$ cat src/rtl/spi_pkg.sv
`default_nettype none
// ============================================================================
// Module : spi_pkg
// Brief  : Shared types and default parameters for the SPI initiator
//          (spi_master_tx) and its sclk divider (spi_sclk_gen).
// Contents:
//   spi_tx_state_e   frame sequencer states
//   SPI_DATA_W_DEF   default bits per frame
//   SPI_CLK_DIV_DEF  default clk cycles per sclk half-period
// Rev    : 1.0  initial release
// ============================================================================
package spi_pkg;

  typedef enum logic [2:0] {
    IDLE    = 3'd0,
    LEAD    = 3'd1,
    SHIFT   = 3'd2,
    HOLD_CS = 3'd3,
    GAP     = 3'd4
  } spi_tx_state_e;

  localparam int SPI_DATA_W_DEF  = 12;
  localparam int SPI_CLK_DIV_DEF = 4;

endpackage
`default_nettype wire

$ cat src/rtl/spi_sclk_gen.sv
`default_nettype none
// ============================================================================
// Module : spi_sclk_gen
// Brief  : Half-period divider for sclk. A tick counter runs 0..CLK_DIV-1
//          while enabled; each wrap produces a strobe, alternating between
//          rise_stb and fall_stb (rise first after every clear).
// Ports  :
//   clk       in   system clock
//   rst_n     in   asynchronous active-low reset
//   en        in   counting enable (sequencer not idle)
//   clr       in   restart counter and phase (sequencer state change)
//   rise_stb  out  one-clk strobe: end of a low half-period
//   fall_stb  out  one-clk strobe: end of a high half-period
// Rev    : 1.0  initial release
// ============================================================================
module spi_sclk_gen #(
  parameter int CLK_DIV = 4
) (
  input  logic clk,
  input  logic rst_n,
  input  logic en,
  input  logic clr,
  output logic rise_stb,
  output logic fall_stb
);

  localparam int CNT_W = (CLK_DIV > 1) ? $clog2(CLK_DIV) : 1;
  localparam logic [CNT_W-1:0] CNT_MAX = CNT_W'(CLK_DIV - 1);

  logic [CNT_W-1:0] tick;
  logic             phase;   // 0: next wrap is a rise, 1: next wrap is a fall
  logic             wrap;

  assign wrap = (tick == CNT_MAX);

  always_ff @(posedge clk or negedge rst_n) begin
    if (!rst_n) begin
      tick  <= '0;
      phase <= 1'b0;
    end else if (!en || clr) begin
      tick  <= '0;
      phase <= 1'b0;
    end else if (wrap) begin
      tick  <= '0;
      phase <= ~phase;
    end else begin
      tick  <= tick + 1'b1;
    end
  end

  assign rise_stb = en && wrap && !phase;
  assign fall_stb = en && wrap &&  phase;

endmodule
`default_nettype wire

$ cat src/rtl/spi_master_tx.sv
`default_nettype none
// ============================================================================
// Module : spi_master_tx
// Brief  : SPI initiator. Serialises a DATA_W-bit word onto cs/sclk/mosi:
//          one lead-in sclk pulse, then DATA_W data bits MSB first, then a
//          cs-low hold half-period and a cs-high gap of two half-periods.
// Config : define SPI_MASTER_TX_HOLD_EN for a one-entry holding register
//          allowing back-to-back frames; ready then means "hold is empty".
// Ports  :
//   clk    in   system clock, posedge
//   rst_n  in   asynchronous active-low reset
//   newd   in   request: din valid, start frame
//   din    in   word to transmit (DATA_W)
//   ready  out  newd will be accepted this cycle
//   done   out  one-clk pulse coincident with cs rising
//   sclk   out  SPI clock, idle low
//   cs     out  chip select, active low
//   mosi   out  serial data, MSB first
// Rev    : 1.0  initial release
// ============================================================================
module spi_master_tx
  import spi_pkg::*;
#(
  parameter int DATA_W  = SPI_DATA_W_DEF,
  parameter int CLK_DIV = SPI_CLK_DIV_DEF
) (
  input  logic              clk,
  input  logic              rst_n,
  input  logic              newd,
  input  logic [DATA_W-1:0] din,
  output logic              ready,
  output logic              done,
  output logic              sclk,
  output logic              cs,
  output logic              mosi
);

  localparam int BCNT_W = $clog2(DATA_W + 1);
  localparam logic [BCNT_W-1:0] LAST_BIT = BCNT_W'(DATA_W - 1);

  spi_tx_state_e     state;
  spi_tx_state_e     state_nxt;
  logic              rise_stb;
  logic              fall_stb;
  logic [DATA_W-1:0] shift_reg;
  logic [BCNT_W-1:0] bit_cnt;
  logic              capture;     // newd accepted at this edge
  logic              start;       // a frame begins at this edge
  logic [DATA_W-1:0] start_word;  // word loaded when a frame begins
  logic              last_fall;   // falling edge of the final data bit

  assign capture   = newd && ready;
  assign last_fall = (state == SHIFT) && fall_stb && (bit_cnt == LAST_BIT);

`ifdef SPI_MASTER_TX_HOLD_EN
  logic              hold_valid;
  logic [DATA_W-1:0] hold_data;
  logic              start_slot;  // a frame may begin here: idle, or last gap cycle
  logic              from_hold;
  logic              to_hold;

  assign start_slot = (state == IDLE) || ((state == GAP) && fall_stb);
  assign ready      = !hold_valid;
  assign from_hold  = start_slot && hold_valid;
  // A word accepted outside a start slot parks in hold until the gap ends.
  assign to_hold    = capture && !start_slot;
  assign start      = from_hold || (start_slot && capture);
  assign start_word = hold_valid ? hold_data : din;

  always_ff @(posedge clk or negedge rst_n) begin
    if (!rst_n) begin
      hold_valid <= 1'b0;
      hold_data  <= '0;
    end else if (to_hold) begin
      hold_valid <= 1'b1;
      hold_data  <= din;
    end else if (from_hold) begin
      hold_valid <= 1'b0;
    end
  end
`else
  assign ready      = (state == IDLE);
  assign start      = capture;
  assign start_word = din;
`endif

  spi_sclk_gen #(
    .CLK_DIV (CLK_DIV)
  ) u_sclk_gen (
    .clk      (clk),
    .rst_n    (rst_n),
    .en       (state != IDLE),
    .clr      (state_nxt != state),
    .rise_stb (rise_stb),
    .fall_stb (fall_stb)
  );

  always_ff @(posedge clk or negedge rst_n) begin
    if (!rst_n) state <= IDLE;
    else        state <= state_nxt;
  end

  always_comb begin
    state_nxt = state;
    case (state)
      IDLE:    if (start)     state_nxt = LEAD;
      LEAD:    if (fall_stb)  state_nxt = SHIFT;
      SHIFT:   if (last_fall) state_nxt = HOLD_CS;
      HOLD_CS: if (rise_stb)  state_nxt = GAP;
      GAP: begin
        if (start)         state_nxt = LEAD;
        else if (fall_stb) state_nxt = IDLE;
      end
      default:                state_nxt = IDLE;
    endcase
  end

  // Pin and datapath registers. The lead-in pulse toggles sclk but leaves
  // mosi alone; in SHIFT every falling edge but the last advances one bit.
  always_ff @(posedge clk or negedge rst_n) begin
    if (!rst_n) begin
      sclk      <= 1'b0;
      cs        <= 1'b1;
      mosi      <= 1'b0;
      done      <= 1'b0;
      shift_reg <= '0;
      bit_cnt   <= '0;
    end else begin
      done <= 1'b0;
      if (start) begin
        shift_reg <= start_word;
        bit_cnt   <= '0;
        cs        <= 1'b0;
        mosi      <= start_word[DATA_W-1];
      end else begin
        case (state)
          LEAD: begin
            if (rise_stb)      sclk <= 1'b1;
            else if (fall_stb) sclk <= 1'b0;
          end
          SHIFT: begin
            if (rise_stb) begin
              sclk <= 1'b1;
            end else if (fall_stb) begin
              sclk <= 1'b0;
              if (bit_cnt != LAST_BIT) begin
                shift_reg <= shift_reg << 1;
                mosi      <= shift_reg[DATA_W-2];
                bit_cnt   <= bit_cnt + 1'b1;
              end
            end
          end
          HOLD_CS: begin
            if (rise_stb) begin
              cs   <= 1'b1;
              mosi <= 1'b0;
              done <= 1'b1;
            end
          end
          default: ;
        endcase
      end
    end
  end

endmodule
`default_nettype wire

$ cat config.mk
export PLATFORM = sky130hd
export DESIGN_NAME = spi_master_tx
export DESIGN_NICKNAME = d
export VERILOG_FILES = /design/src/rtl/spi_pkg.sv /design/src/rtl/spi_sclk_gen.sv /design/src/rtl/spi_master_tx.sv
export SDC_FILE = /design/constraint.sdc
export NUM_CORES = 1
export LEC_CHECK = 0
export BUFFER_PORTS_ARGS = -buffer_cell sky130_fd_sc_hd__buf_2
export CORE_ASPECT_RATIO = 0.7
export CORE_MARGIN = 2
export CORE_UTILIZATION = 48
export CTS_CLUSTER_SIZE = 30
export DETAILED_ROUTE_END_ITERATION = 12
export HOLD_SLACK_MARGIN = 0.02
export PLACE_DENSITY = 0.7
export SLEW_MARGIN = 15
export SYNTH_ARGS = -nofsm -noshare
export SYNTH_HDL_FRONTEND = slang
export SYNTH_SLANG_ARGS = --single-unit
$ cat constraint.sdc
create_clock -name clk -period 2.1 [get_ports clk]
set_input_delay 0.315 -clock clk [delete_from_list [all_inputs] [get_ports clk]]
set_output_delay 0.315 -clock clk [all_outputs]
set_load 0.05 [all_outputs]
==> results.sh, run 1 <==
export IMPL_final_common_cell="dfrtp_1"
export IMPL_clk_latency_ns=0.27
export IMPL_finalCritPeriodShare=0.850
export IMPL_status="completed"
export IMPL_synth_fp_nets=150
export IMPL_grt_setup_unrepaired="no"
export IMPL_maxCapViolations=0
export IMPL_drt_iter0_drc=38
export IMPL_mostFrequentLayoutCells="dfrtp_1, buf_2, nand2_1, nor2_1, a21oi_1"
export IMPL_synthCells=133
export IMPL_antenna_found_initial=0
export IMPL_dpl_cell_area_um2=1440
export IMPL_path_clk_slew_ns=0.08
export IMPL_root_buffer="clkbuf_8"
export IMPL_cp_top_family="simple AND/OR/NAND/NOR gates"
export IMPL_clkSinkCount=25
export IMPL_crit_fanout=12
export IMPL_finalPower_mw=0.783
export IMPL_grt_overflow_total=0
export IMPL_synthFlopType="dfrtp_1"
export IMPL_drt_wl_total_mm=2.61
export IMPL_cts_tree="done"
export IMPL_die_y_um=47.6
export IMPL_grt_pass1_wl_mm=4.49
export IMPL_routedWlPerCell_um=14.0
export IMPL_async_flop_share=1.00
export IMPL_finalNonFillerCells=186
export IMPL_row_count=15
export IMPL_post_cts_buffers=0
export IMPL_ys_ff_latch=25
export IMPL_cp_cell_sequence="nand4b_1, or2_1, or4_1, a21oi_1"
export IMPL_ant_nets=0
export IMPL_clockBufferDepth=2
export IMPL_synth_distinct_cells=39
export IMPL_n_antenna_cell=0
export IMPL_die_x_um=66.2
export IMPL_finalWeightedCongestion=0.863
export IMPL_initial_utilization=0.517
export IMPL_worstPathArrival_ns=1.98
export IMPL_layout_nets=170
export IMPL_vias_per_cell=5.42
export IMPL_ir_worst_vdd_mv=0.411
export IMPL_worst_path_buf_inv=0
export IMPL_fin_worst_skew_ns=0.00263
export IMPL_grt_usage=0.195
export IMPL_vias=1009
export IMPL_worstPathRequired_ns=2.29
export IMPL_leakagePower_nw=0.739
export IMPL_crit_type="flop to flop"
export IMPL_drive_gt1_frac=0.224
export IMPL_h_tree_depth=1
export IMPL_drtPass1Iterations=4
export IMPL_drc=0
export IMPL_dp_hpwl_mm=1.97
export IMPL_portBuffers=19
export IMPL_ctsHoldBuffers=0
export IMPL_max_freq_mhz=560
export IMPL_cts_resized=0
export IMPL_boundaryPins=20
export IMPL_drv_slew=0
export IMPL_setup_worst_path_start_class="flop"
export IMPL_synth_avg_cell_area_um2=9.78
export IMPL_ys_warn_count=0
export IMPL_whs_ns=0.0217
export IMPL_final_setup_tns_ns=0
export IMPL_hold_violations=0
export IMPL_die_area_um2=3150
export IMPL_synth_seq_area_share=0.482
export IMPL_slew_headroom=0.627
export IMPL_powerDensity_nw_per_um2=528
export IMPL_holdCritPathClass="input pin to async pin"
export IMPL_final_area_um2=1480
export IMPL_core_um2=2510
export IMPL_worst_pin_slew_ns=0.545
export IMPL_placed_cells_incl_taps=182
export IMPL_numCtsBuffers=3
export IMPL_grt_pass1_vias=976
export IMPL_grt_max_degree=26
export IMPL_area_growth_pct=13.8
export IMPL_cp_slowest_stage_delay_ns=0.60
export IMPL_cp_slowest_cell="dfrtp_1"
export IMPL_setup_violations=0
export IMPL_end_kind="flop"
export IMPL_largest_register_ffs=11
export IMPL_synth_edf_count=0
export IMPL_syn_cell_area_um2=1300
export IMPL_period_minus_slack_ns=1.79
## cell type report
type                       instances  area (um^2)
clock buffer                       4         45.0
fill                             222         1030
inverter                           4         15.0
multi-input combinational         95          619
sequential                        25          627
tap                               34         42.5
timing repair buffer              24          133
## cells in the mapped netlist, drive strengths merged, types with 3 or more instances
cell type,n,area [um^2]
a21o,6,45.0
a21oi,10,50.1
a22o,4,35.0
buf,7,37.5
dfrtp,24,601
inv,4,15.0
mux2i,3,30.0
nand2,12,45.0
nand2b,5,31.3
nand3,3,15.0
nor2,11,41.3
nor3,6,35.0
o21a,3,22.5
o21ai,4,20.0
o22ai,3,18.8
xnor2,3,26.3
## through the flow
step / worst slack [ns] / utilization
global route: 0.235 / 0.589
global placement: 0.414 / 0.571
CTS: 0.325 / 0.589
floorplan: 0.154 / -
finish: 0.314 / 0.589
detailed placement: 0.331 / 0.571
## power by group
part	internal, mW	switching, mW	total [mW]
Sequential	0.481	0	0.481
Clock	0.136	0.143	0.278
Combinational	0.00988	0.0137	0.0236
## metal layers
layer  up-vias  GRT usage  share of wire  wire (um)
met5         -          0              0          0
met2        21      0.326           0.47       1230
met1       471      0.261           0.48       1270
met4         0     0.0367         0.0046         12
li1        515          -              -          -
met3         2     0.0565          0.039        101
## path summary, 6_finish.rpt
kind / from / end / slack, ns / depth (start not counted)
worst max-delay path: u_sclk_gen.phase / bit_cnt[2] / 0.31 / 4
worst min-delay path: rst_n / state[2] / 0.02 / 1
worst max register to register: u_sclk_gen.phase / bit_cnt[2] / 0.31 / 4
worst min register to register: shift_reg[5] / shift_reg[5] / 0.49 / 1
max in group asynchronous: rst_n / u_sclk_gen.tick[1] / 1.71 / 1
min in group clk: din[0] / shift_reg[0] / 0.25 / 3
## logic make-up after synthesis
family                     share of synthesized area
and+or+nand+nor                                0.186
xor gates and xnor gates                      0.0337
adders and majority gates                     0.0192
muxes                                         0.0317
DFF                                            0.482
buffers and inverters                         0.0461
AOI/OAI and AO/OA                              0.202
Power figures use the tool's default switching activity.
==> inputs of run 2 (changes only) <==
--- a/config.mk
+++ b/config.mk
@@ -8,11 +8,11 @@
 export BUFFER_PORTS_ARGS = -buffer_cell sky130_fd_sc_hd__buf_2
 export CORE_ASPECT_RATIO = 0.7
 export CORE_MARGIN = 2
-export CORE_UTILIZATION = 48
+export CORE_UTILIZATION = 50
 export CTS_CLUSTER_SIZE = 30
 export DETAILED_ROUTE_END_ITERATION = 12
 export HOLD_SLACK_MARGIN = 0.02
-export PLACE_DENSITY = 0.7
+export PLACE_DENSITY = 0.73
 export SLEW_MARGIN = 15
 export SYNTH_ARGS = -nofsm -noshare
 export SYNTH_HDL_FRONTEND = slang
==> results.sh, run 2 (synthesis results as in run 1) <==
export IMPL_status="completed"
export IMPL_antenna_found_initial=0
export IMPL_vias=1048
export IMPL_pwr_share_comb=0.029
export IMPL_finalCritPeriodShare=0.842
export IMPL_initial_utilization=0.529
export IMPL_cp_slowest_cell="dfrtp_1"
export IMPL_largest_register_ffs=11
export IMPL_pre_cts_slack_ns=0.377
export IMPL_dpl_cell_area_um2=1440
export IMPL_seqPwrFrac=0.606
export IMPL_period_minus_slack_ns=1.77
export IMPL_setup_worst_path_start_class="flop"
export IMPL_die_y_um=46.7
export IMPL_drive_gt1_frac=0.235
export IMPL_drt_iter0_drc=32
export IMPL_cp_cell_sequence="nand4b_1, or2_1, or4_1, a21oi_1"
export IMPL_finalPower_mw=0.794
export IMPL_maxCapViolations=0
export IMPL_final_area_um2=1490
export IMPL_drt_wl_total_mm=2.57
export IMPL_routedWlPerCell_um=13.7
export IMPL_numCtsBuffers=3
export IMPL_layout_nets=171
export IMPL_clockBufferDepth=2
export IMPL_die_area_um2=3030
export IMPL_cp_slowest_stage_delay_ns=0.51
export IMPL_grt_pass1_wl_mm=4.38
export IMPL_final_common_cell="dfrtp_1"
export IMPL_setup_slack_ns=0.333
export IMPL_dp_hpwl_mm=1.94
export IMPL_setup_violations=0
export IMPL_portBuffers=19
export IMPL_path_clk_slew_ns=0.09
export IMPL_worstPathRequired_ns=2.30
export IMPL_boundaryPins=20
export IMPL_switchingPower_mw=0.168
export IMPL_ir_worst_vdd_mv=0.336
export IMPL_drc=0
export IMPL_cts_tree="done"
export IMPL_grt_pass1_vias=969
export IMPL_max_freq_mhz=566
export IMPL_grt_overflow_total=0
export IMPL_clk_latency_ns=0.27
export IMPL_swShare=0.212
export IMPL_n_antenna_cell=0
export IMPL_area_growth_pct=14.7
export IMPL_clkSinkCount=25
export IMPL_pwr_share_clk=0.365
export IMPL_slew_headroom=0.643
export IMPL_cts_resized=0
export IMPL_vias_per_cell=5.60
export IMPL_root_buffer="clkbuf_8"
export IMPL_mostFrequentLayoutCells="dfrtp_1, buf_2, nand2_1, nor2_1, a21oi_1"
export IMPL_holdCritPathClass="input pin to async pin"
export IMPL_hold_violations=0
export IMPL_grt_usage=0.197
export IMPL_grt_setup_unrepaired="no"
export IMPL_fin_worst_skew_ns=0.00430
export IMPL_final_setup_tns_ns=0
export IMPL_post_cts_buffers=0
export IMPL_powerDensity_nw_per_um2=532
export IMPL_p_int_mw=0.625
export IMPL_worst_pin_slew_ns=0.536
export IMPL_die_x_um=65.0
export IMPL_core_um2=2460
export IMPL_worstPathArrival_ns=1.97
export IMPL_grt_max_degree=26
export IMPL_h_tree_depth=1
export IMPL_drv_slew=0
export IMPL_finalWeightedCongestion=0.892
export IMPL_leakagePower_nw=0.743
export IMPL_crit_type="flop to flop"
export IMPL_row_count=15
export IMPL_ant_nets=0
export IMPL_drtPass1Iterations=4
export IMPL_crit_fanout=13
export IMPL_ctsHoldBuffers=0
export IMPL_end_kind="flop"
==> run 2: worst max-delay path: cells and delay by family, from the launching register on <==
family           cells  cell delay [ns]
AO/OA/AOI/OAI        1             0.15
flip-flops           1             0.51
AND/OR/NAND/NOR      3             1.03
==> run 2: final timing paths <==
path / startpoint / cells past startpoint / to / slack (ns)
setup / recovery: state[2] / 4 / bit_cnt[2] / 0.33
hold / removal: rst_n / 1 / state[2] / 0.01
setup reg to reg: state[2] / 4 / bit_cnt[2] / 0.33
hold reg to reg: shift_reg[5] / 1 / shift_reg[5] / 0.48
max in group asynchronous: rst_n / 1 / state[0] / 1.73
min in group clk: din[0] / 3 / shift_reg[0] / 0.25
==> run 2: layout make-up <==
cell class / instances / area (um^2)
timing repair buffer: 25 / 140
clock inverter: 1 / 7.51
inverter: 4 / 15.0
multi-input combinational: 95 / 619
sequential: 25 / 627
clock buffer: 3 / 41.3
tap: 34 / 42.5
fill: 222 / 966
==> run 2: metrics by stage <==
step	hold slack [ns]	util	std cells
5_1_grt	0.0559	0.607	187
3_5_place_dp	0.338	0.587	183
6_report	0.0107	0.607	187
4_1_cts	0.0342	0.607	187
3_3_place_gp	0.330	0.587	183
2_1_floorplan	0.0194	-	133
==> run 2: layer usage <==
metal	track usage	up-vias	wire [um]
met5	0	-	0
met2	0.318	27	1170
met3	0.0440	4	116
li1	-	517	-
met1	0.269	500	1250
met4	0.0638	0	34
==> run 2: power groups by stage <==
stage                     logic (mW)  registers, mW  clock network, mW
after floorplan              0.00130          0.491                  0
after global routing          0.0273          0.481              0.313
after global placement        0.0239          0.491                  0
after detailed placement      0.0243          0.491                  0
final                         0.0231          0.481              0.289
after CTS                     0.0243          0.481              0.298
==> inputs of run 3 (changes only) <==
--- a/config.mk
+++ b/config.mk
@@ -12,7 +12,7 @@
 export CTS_CLUSTER_SIZE = 30
 export DETAILED_ROUTE_END_ITERATION = 12
 export HOLD_SLACK_MARGIN = 0.02
-export PLACE_DENSITY = 0.73
+export PLACE_DENSITY = 0.75
 export SLEW_MARGIN = 15
 export SYNTH_ARGS = -nofsm -noshare
 export SYNTH_HDL_FRONTEND = slang
==> constraint.sdc (replaced) <==
create_clock -name clk -period 1.52 [get_ports clk]
set_input_delay 0.228 -clock clk [delete_from_list [all_inputs] [get_ports clk]]
set_output_delay 0.228 -clock clk [all_outputs]
set_load 0.05 [all_outputs]
==> results.sh, run 3 (synthesis results as in run 1) <==
export IMPL_finalCritPeriodShare=1.08
export IMPL_core_um2=2460
export IMPL_clockBufferDepth=2
export IMPL_pwr_share_comb=0.033
export IMPL_finalWeightedCongestion=0.891
export IMPL_largest_register_ffs=11
export IMPL_whs_endpoint="shift_reg[9]"
export IMPL_drtPass1Iterations=4
export IMPL_setup_worst_path_start_class="flop"
export IMPL_reg2reg_slack_ns=-0.13
export IMPL_setup_slack_ns=-0.127
export IMPL_crit_fanout=8
export IMPL_holdCritPathClass="input pin to flop"
export IMPL_holdPathStages=3
export IMPL_worst_pin_slew_ns=0.558
export IMPL_row_count=15
export IMPL_initial_utilization=0.529
export IMPL_final_area_um2=1750
export IMPL_ir_worst_vdd_mv=0.665
export IMPL_drt_wl_total_mm=3.15
export IMPL_boundaryPins=20
export IMPL_grt_setup_unrepaired="yes"
export IMPL_grt_usage=0.209
export IMPL_clk_latency_ns=0.27
export IMPL_hold_violations=0
export IMPL_ant_nets=0
export IMPL_swShare=0.206
export IMPL_grtUsageMet2=0.336
export IMPL_powerDensity_nw_per_um2=624
export IMPL_drt_iter0_drc=62
export IMPL_reg2reg_depth=7
export IMPL_p_int_mw=0.867
export IMPL_die_x_um=65.0
export IMPL_drive_gt1_frac=0.377
export IMPL_worst_path_buf_inv=2
export IMPL_n_antenna_cell=0
export IMPL_failed_checks="setup timing"
export IMPL_vias=1171
export IMPL_leakagePower_nw=0.865
export IMPL_final_setup_tns_ns=-1.40
export IMPL_cp_cell_sequence="ha_2, nand4b_1, buf_4, nor3_4, buf_12, or3_1, o221a_2"
export IMPL_grt_pass1_vias=1003
export IMPL_switchingPower_mw=0.226
export IMPL_cts_tree="done"
export IMPL_slew_headroom=0.628
export IMPL_cp_top_family="simple AND/OR/NAND/NOR gates"
export IMPL_routedWlPerCell_um=15.1
export IMPL_grt_max_degree=26
export IMPL_seqPwrFrac=0.608
export IMPL_die_area_um2=3030
export IMPL_status="finished with violations"
export IMPL_grt_pass1_wl_mm=4.65
export IMPL_setup_violations=16
export IMPL_dpl_cell_area_um2=1570
export IMPL_end_kind="flop"
export IMPL_finalPower_mw=1.09
export IMPL_layout_nets=193
export IMPL_finalNonFillerCells=209
export IMPL_dp_hpwl_mm=2.05
export IMPL_mostFrequentLayoutCells="dfrtp_1, buf_4, buf_2, nand2_1, a21oi_1"
export IMPL_final_common_cell="dfrtp_1"
export IMPL_area_growth_pct=34.5
export IMPL_antenna_found_initial=0
export IMPL_cp_slowest_cell="dfrtp_1"
export IMPL_pwr_share_clk=0.359
export IMPL_die_y_um=46.7
export IMPL_max_freq_mhz=607
export IMPL_grt_use_met1=0.291
export IMPL_crit_reg2reg_launch="u_sclk_gen.tick[0]"
export IMPL_r2r_end="shift_reg[2]"
export IMPL_placed_cells_incl_taps=195
export IMPL_portBuffers=19
export IMPL_n_fill_cell=172
export IMPL_worstPathRequired_ns=1.68
export IMPL_vias_per_cell=5.60
export IMPL_grt_overflow_total=0
export IMPL_hp_start="din[9]"
export IMPL_maxCapViolations=0
export IMPL_grt_busiest_layer="met2"
export IMPL_clkSinkCount=25
export IMPL_finish_utilization=0.712
export IMPL_whs_ns=0.209
export IMPL_root_buffer="clkbuf_8"
export IMPL_crit_type="flop to flop"
export IMPL_worstPathArrival_ns=1.81
export IMPL_use_met3=0.0465
export IMPL_fin_worst_skew_ns=0.00225
export IMPL_path_clk_slew_ns=0.09
export IMPL_pre_cts_slack_ns=-0.131
export IMPL_numCtsBuffers=3
export IMPL_period_minus_slack_ns=1.65
export IMPL_cp_slowest_stage_delay_ns=0.40
export IMPL_drc=0
export IMPL_drv_slew=0
export IMPL_h_tree_depth=1
## run 3: changes by cell type in the layout (fill, tap and decap cells not counted), moves of 2 or more
cell | previous run | this run
buf_6 | 0 | 4
nand2_1 | 12 | 10
ha_1 | 2 | 0
o21ai_0 | 4 | 2
nand2_2 | 0 | 2
ha_2 | 0 | 2
nor3_4 | 0 | 2
nor3_2 | 2 | 0
nor2_1 | 11 | 9
o21ai_1 | 0 | 2
nor2_2 | 0 | 2
buf_4 | 6 | 22
## run 3: how the worst max path moves through the flow
stage	slack (ns)	startpoint	cells after the start	end
after CTS	-0.11	u_sclk_gen.tick[0]	7	shift_reg[7]
final	-0.13	u_sclk_gen.tick[0]	7	shift_reg[2]
after global placement	-0.03	u_sclk_gen.tick[0]	5	bit_cnt[2]
after detailed placement	-0.13	u_sclk_gen.tick[0]	5	bit_cnt[2]
after floorplan	-0.13	state[0]	6	shift_reg[3]
after global routing	-0.19	bit_cnt[0]	6	shift_reg[7]
## run 3: area by class of cell
type                            count  area [um^2]  area share
Clock buffer                        4         45.0      0.0257
Inverter                            4         15.0     0.00858
Multi-Input combinational cell     95          666       0.380
Sequential cell                    25          627       0.358
Tap cell                           34         42.5      0.0243
Timing Repair Buffer               47          355       0.203
## run 3: repair_timing
item	CTS	global route
setup endpoints to repair	16	18
cloned	0	1
resized for setup	5	6
hold endpoints to repair	24	0
hold buffers	1	0
buffers inserted	5	4
pin swaps	4	6
## run 3: power by group through the flow
stage | logic, mW | registers, mW | clock network, mW
after floorplan | 0.00181 | 0.678 | 0
after global placement | 0.0330 | 0.678 | 0
after detailed placement | 0.0343 | 0.678 | 0
after CTS | 0.0362 | 0.665 | 0.402
after global routing | 0.0409 | 0.665 | 0.430
final | 0.0357 | 0.665 | 0.393
## run 3: worst min-delay path: stages
cell and delay (ns):
buf_2 0.07, nor2_1 0.03, a21oi_1 0.10
## run 3: per-layer routing
metal  up-vias  part of all wire
met5         -                 0
met4         0            0.0092
met3         4             0.046
met2        40              0.46
met1       567              0.48
li1        560                 -
